**src/rtl/dsm_sample_sequencer.sv**
```systemverilog
// dsm_sample_sequencer
//   Supplies the delta-sigma modulator loop with one PCM sample per slot of
//   2^OSR_LOG2 bit clocks. Output is linearly interpolated between consecutive
//   samples. Mute substitutes zero samples, so the output ramps instead of
//   stepping. An integrator overflow clears the loop and restarts it cleanly.
//
// Ports:
//   BCLK_I       bit clock, rising edge
//   NRST_I       asynchronous active-low reset
//   PCM_DATA_I   signed input sample
//   PCM_VALID_I  input sample valid
//   PCM_READY_O  holding register empty (transfer on VALID & READY)
//   MUTE_I       substitute 0 for consumed samples while high
//   DSM_OVF_I    integrator overflow flag from the modulator
//   DSM_DATA_O   signed interpolated sample to the modulator
//   DSM_CLR_O    integrator clear, held for CLR_CYCLES cycles
//   STROBE_O     last cycle of each slot (RUN only)
//   UNDERRUN_O   slot boundary with no pending sample
//   STATE_O      00 IDLE, 01 RUN, 10 CLEAR
module dsm_sample_sequencer #(
  parameter int PCM_Bit_Length = 32,
  parameter int OSR_LOG2       = 6,
  parameter int CLR_CYCLES     = 4
) (
  input  logic                      BCLK_I,
  input  logic                      NRST_I,
  input  logic [PCM_Bit_Length-1:0] PCM_DATA_I,
  input  logic                      PCM_VALID_I,
  output logic                      PCM_READY_O,
  input  logic                      MUTE_I,
  input  logic                      DSM_OVF_I,
  output logic [PCM_Bit_Length-1:0] DSM_DATA_O,
  output logic                      DSM_CLR_O,
  output logic                      STROBE_O,
  output logic                      UNDERRUN_O,
  output logic [1:0]                STATE_O
);

  localparam int W  = PCM_Bit_Length;
  localparam int DW = W + 1;
  localparam int AW = W + OSR_LOG2 + 1;

  localparam logic [OSR_LOG2-1:0] PH_LAST  = '1;
  localparam logic [OSR_LOG2-1:0] PH_ONE   = OSR_LOG2'(1);
  localparam logic [7:0]          CLR_LOAD = 8'(CLR_CYCLES);

  typedef enum logic [1:0] {
    S_IDLE  = 2'b00,
    S_RUN   = 2'b01,
    S_CLEAR = 2'b10
  } state_t;

  state_t                state_q, state_d;
  logic [OSR_LOG2-1:0]   phase_q, phase_d;
  logic signed [AW-1:0]  acc_q, acc_d;
  logic signed [DW-1:0]  delta_q, delta_d;
  logic signed [W-1:0]   next_q, next_d;
  logic signed [W-1:0]   pend_q, pend_d;
  logic                  pend_valid_q, pend_valid_d;
  logic [7:0]            clr_cnt_q, clr_cnt_d;

  logic signed [W-1:0]   samp;
  logic signed [DW-1:0]  samp_ext, next_ext;
  logic signed [AW-1:0]  acc_align, delta_ext;
  logic                  boundary;

  // Sample actually fed to the interpolator; mute is applied at consumption.
  assign samp      = MUTE_I ? '0 : pend_q;
  assign samp_ext  = {samp[W-1], samp};
  assign next_ext  = {next_q[W-1], next_q};
  // Re-aligning acc to the target at each boundary removes any drift from
  // the per-phase additions, so phase 0 shows the target exactly.
  assign acc_align = {next_q[W-1], next_q, {OSR_LOG2{1'b0}}};
  assign delta_ext = {{OSR_LOG2{delta_q[DW-1]}}, delta_q};
  assign boundary  = (state_q == S_RUN) && (phase_q == PH_LAST);

  always_ff @(posedge BCLK_I or negedge NRST_I) begin
    if (!NRST_I) begin
      state_q      <= S_IDLE;
      phase_q      <= '0;
      acc_q        <= '0;
      delta_q      <= '0;
      next_q       <= '0;
      pend_q       <= '0;
      pend_valid_q <= 1'b0;
      clr_cnt_q    <= '0;
    end else begin
      state_q      <= state_d;
      phase_q      <= phase_d;
      acc_q        <= acc_d;
      delta_q      <= delta_d;
      next_q       <= next_d;
      pend_q       <= pend_d;
      pend_valid_q <= pend_valid_d;
      clr_cnt_q    <= clr_cnt_d;
    end
  end

  always_comb begin
    state_d      = state_q;
    phase_d      = phase_q;
    acc_d        = acc_q;
    delta_d      = delta_q;
    next_d       = next_q;
    pend_d       = pend_q;
    pend_valid_d = pend_valid_q;
    clr_cnt_d    = clr_cnt_q;

    PCM_READY_O  = !pend_valid_q;
    DSM_DATA_O   = '0;
    DSM_CLR_O    = 1'b0;
    STROBE_O     = boundary;
    UNDERRUN_O   = 1'b0;
    STATE_O      = state_q;

    // Transfer and consumption are mutually exclusive: a transfer needs
    // pend_valid low, consumption needs it high.
    if (PCM_VALID_I && !pend_valid_q) begin
      pend_d       = PCM_DATA_I;
      pend_valid_d = 1'b1;
    end

    case (state_q)
      S_IDLE: begin
        if (pend_valid_q) begin
          acc_d        = '0;
          next_d       = samp;
          delta_d      = samp_ext;
          pend_valid_d = 1'b0;
          phase_d      = '0;
          state_d      = S_RUN;
        end
      end
      S_RUN: begin
        // acc_q >>> OSR_LOG2 truncated to W bits is exactly this slice.
        DSM_DATA_O = acc_q[OSR_LOG2 +: W];
        if (DSM_OVF_I) begin
          // Overflow wins over boundary work; the pending word is kept.
          state_d   = S_CLEAR;
          clr_cnt_d = CLR_LOAD;
          acc_d     = '0;
          next_d    = '0;
          delta_d   = '0;
          phase_d   = '0;
        end else if (phase_q == PH_LAST) begin
          acc_d   = acc_align;
          phase_d = '0;
          if (pend_valid_q) begin
            next_d       = samp;
            delta_d      = samp_ext - next_ext;
            pend_valid_d = 1'b0;
          end else begin
            delta_d    = '0;
            UNDERRUN_O = 1'b1;
          end
        end else begin
          acc_d   = acc_q + delta_ext;
          phase_d = phase_q + PH_ONE;
        end
      end
      S_CLEAR: begin
        DSM_CLR_O = 1'b1;
        if (clr_cnt_q <= 8'd1) begin
          state_d = S_IDLE;
        end else begin
          clr_cnt_d = clr_cnt_q - 8'd1;
        end
      end
      default: state_d = S_IDLE;
    endcase
  end

endmodule

```
**config.mk**
```make
export PLATFORM = sky130hd
export DESIGN_NAME = dsm_sample_sequencer
export DESIGN_NICKNAME = d
export VERILOG_FILES = /design/src/rtl/dsm_sample_sequencer.sv
export SDC_FILE = /design/constraint.sdc
export NUM_CORES = 1
export LEC_CHECK = 0
export ABC_AREA = 0
export ABC_CLOCK_PERIOD_IN_PS = 3700
export BUFFER_PORTS_ARGS = -buffer_cell sky130_fd_sc_hd__buf_4
export CELL_PAD_IN_SITES_DETAIL_PLACEMENT = 1
export CELL_PAD_IN_SITES_GLOBAL_PLACEMENT = 1
export CORE_UTILIZATION = 35
export CTS_CLUSTER_DIAMETER = 80
export DETAILED_ROUTE_END_ITERATION = 7
export PLACE_DENSITY = 0.61
export SETUP_SLACK_MARGIN = 0.05
export SYNTH_ARGS = -nofsm -noshare
export SYNTH_HDL_FRONTEND = slang
export SYNTH_SLANG_ARGS = --single-unit
```
**constraint.sdc**
```tcl
create_clock -name BCLK_I -period 3.7 [get_ports BCLK_I]
set_clock_uncertainty 0.05 [all_clocks]
set_input_delay 0.555 -clock BCLK_I [delete_from_list [all_inputs] [get_ports BCLK_I]]
set_output_delay 0.555 -clock BCLK_I [all_outputs]
set_load 0.05 [all_outputs]
```
==> metrics list <==
- The first detailed-routing pass took 5 iterations.
* Initial DRC count: 502
- Compound-gate portion of the synthesized area: 0.2368
* Inserted Diodes: 0
* Slowest library cell on the worst path: fa_1
* Slew at the pin closest to its max-slew limit: 0.8585 ns
* Max-slew violation count: 0
- Mapped Area: 10960 sq um
- DRC errors left: 0
- Measured on the finished design, the core utilization comes to 0.4196.
* Mean post-synth cell area: 8.287 sq um
* Total global routing overflow: 0
- The number of setup buffers added after CTS is 0.
- The share of synthesized area in the top cell type comes to 0.3472.
* Final std cell area, no fill: 12870 sq um
* Main combinational cell family by area after synthesis: compound AO/OA/AOI/OAI gates
- Worst-skew pair later-pin latency: 0.46 ns
- The worst setup path is launched from a flip-flop.
- DR vias: 10070
* Post-detailed-placement cell area: 12280 sq um
- Class of the tightest hold or removal check: primary input to asynchronous set/reset pin
- Counting every instance in the synthesized netlist gives 1322.
- GRT Resource Usage Total: 0.2409
* Post-detailed-routing wire length: 36.74 mm
* Aggregate negative setup slack: 0 ns
* Achievable Freq: 294.9 MHz
- The setup path with the least slack is of type flip-flop to flip-flop.
- Yosys instantiated no cell more often than nand2_1.
- The via count of the first global-routing pass came to 10110.
- Final cycle utilization of the critical path: 0.9165
* Post-synth cell types: 73
- Largest net degree at the start of global routing: 87
* Average wire per standard cell: 20.23 microns
- Setup violations remaining at the end of the flow were counted as 0.
- Maximum clock path buffer count: 2
* Pleak: 5.869 nW
* Number of antenna violations at the first check in global routing: 0
- In this run the remaining antenna-violating nets after routing total 0.
- The worst path needs 3.391 ns of the cycle, external delays included.
- Worst endpoint required time: 3.99 ns
- Number of synthesized register bits: 152
* Fraction of final layout cells with drive strength greater than 1: 0.1585
* First-pass GRT wire length: 58.59 mm
- In the synthesized netlist the async set-or-reset flop fraction comes to 1.000.
* Fraction of synthesized cell area in xor and xnor cells: 0.06316
- In this run the power density over the cells is 1020 nW/um^2.
- Status: finished clean
* Number of top-level pins: 75
- Sorting the synthesized cells by how often they occur yields nand2_1, dfrtp_1, nor2_1, a21oi_1, o21ai_0.
* P&R area growth vs syn: 17.46%
- The floorplan step set the die width to 178.9 microns.
* Height of the die: 178.9 microns
- Starting utilization of the core area: 0.3572
- The die covers 32010 sq um.
- For the worst setup path, the data arrival time is 3.68 ns.
- In the routed layout, each cell is associated on average with a via count of 5.545.
- After synthesis, the cell types taking the most area are dfrtp_1, ha_1, nand2_1.
- TritonCTS clock tree: done
* Most area-hungry cell type in the Yosys netlist: dfrtp_1
* Routability-driven placement congestion ratio: 0.8763
- In the synthesized netlist the dominant register cell turns out to be dfrtp_1.
- Mapped Nets: 1417
- CTS H-tree depth: 4
- The share of the Yosys chip area taken by registers is 0.3472.
- Walking the worst path, the cells encountered are ha_1 -> fa_1 -> a21o_1 -> nand4_1 -> a21o_1 -> a21oi_1 -> a211oi_2 -> o21a_2 -> o41ai_1 -> buf_4 -> a31o_2 -> a21oi_1 -> mux2i_1 -> a211o_1.
- Placeable core area: 30670 sq um
- FP Rows: 64
* Crit path capture type: flip-flop
* Max-capacitance violation count: 0
- Number of nets in the finished design: 1502
* Largest driver fanout on the critical path: 4
- VDD sags by at most 467.7 uV.
- The synthesized design contains 0 enable-type register cells.
* RSZ-0062 raised after global routing: false
- Final Hold Violating Endpoints: 0
* Count of port buffers added during placement: 74
* HPWL reported at the end of detailed placement: 27.17 mm
- Proportion of synthesized area in mux cells: 0.02627
- Simple-gate share of the synthesized area: 0.1995
* Worst slew margin relative to its limit: 0.4277
* TritonCTS sink count: 152
- Buffers inserted during clock tree synthesis total 17.
* Count of warnings emitted by yosys: 0
- Root buf cell: clkbuf_16
- Maximum cell stage delay along the critical path: 0.41 ns
- Clock-pin slew was measured on the worst setup and hold paths at 0.07 ns.
- Of the total synthesized cell area, the portion taken by full adders, half adders and majority gates is 0.08189.
logic make-up (layout without fill, tap and decap cells):
family | count (synthesis) | count (layout)
buf+inv | 127 | 225
simple gates | 460 | 460
mux | 26 | 26
flops | 152 | 152
xor+xnor | 79 | 79
fa+ha+maj | 74 | 74
compound gates | 404 | 404
placed cells by master (no fill, tap or decap), types with 24 or more instances in the layout:
master,Yosys,final
inv_1,45,45
a21o_1,40,40
xor2_1,25,25
a21oi_1,116,116
nor2b_1,35,33
nor2_1,121,120
ha_1,57,57
nand2_1,156,156
buf_4,2,141
o21ai_0,98,98
and2_1,35,35
nand3_1,24,24
xnor2_1,54,54
dfrtp_1,152,152
routing by layer:
layer,part of all wire,GRT usage,wire length [microns]
met4,0.010,0.04908,366
met2,0.43,0.3562,15710
met1,0.52,0.3636,19240
met3,0.039,0.03986,1426
met5,0,0,0
worst paths after layout:
| check | slack [ns] | start | depth (start not counted) | endpoint |
|---|---|---|---|---|
| min | 0.14 | NRST_I | 1 | acc_q[6] |
| min reg2reg | 0.46 | delta_q[9] | 2 | delta_q[9] |
| max | 0.31 | acc_q[0] | 14 | acc_q[36] |
| min in group BCLK_I | 0.25 | PCM_DATA_I[11] | 3 | pend_q[11] |
| max in group asynchronous | 2.60 | NRST_I | 2 | pend_q[13] |
| max reg2reg | 0.31 | acc_q[0] | 14 | acc_q[36] |
through the flow:
| stage | total power, mW | cells | hold WS (ns) | setup WS (ns) |
|---|---|---|---|---|
| floorplan | 8.627 | 1322 | 0.2094 | 0.05537 |
| global placement | 11.16 | 1784 | 0.4218 | 0.1429 |
| detailed placement | 11.30 | 1784 | 0.4414 | 0.02924 |
| CTS | 13.17 | 1816 | 0.1602 | 0.09006 |
| global route | 14.23 | 1816 | 0.1951 | 0.06948 |
| finish | 13.13 | 1816 | 0.1364 | 0.3091 |
where the power goes:
group / internal (mW) / total [mW] / switching [mW]
sequential: 2.37 / 3.35 / 0.974
clock: 0.965 / 1.80 / 0.838
combinational: 3.39 / 7.98 / 4.59
total: 6.73 / 13.1 / 6.40
sequential cells by signal, summed over array words and instances (netlist names):
name / count
STATE_O: 2
acc_q: 38
clr_cnt_q: 8
delta_q: 33
next_q: 32
pend_q: 32
pend_valid_q: 1
phase_q: 6
final cells by class:
cell class / count / area, sq um
clock buffer: 18 / 439.2
clock inverter: 14 / 140.1
fill: 3696 / 17800
inverter: 48 / 180.2
multi-input combinational: 1043 / 6680
sequential: 152 / 3804
tap: 396 / 495.5
timing repair buffer: 145 / 1130
critical path: cells and delay by family, from the launching register on:
kind	cells	cell delay, ns
and+or+nand+nor	1	0.12
buffers and inverters	1	0.15
DFF	1	0.40
adders and majority gates	2	0.66
muxes	1	0.11
AOI/OAI and AO/OA	9	1.78
repair_timing:
action	in CTS	in global routing
setup endpoints to repair	0	1
gates resized for setup	0	2
hold buffers	0	0
No activity file was read; power rests on OpenSTA's default activity.
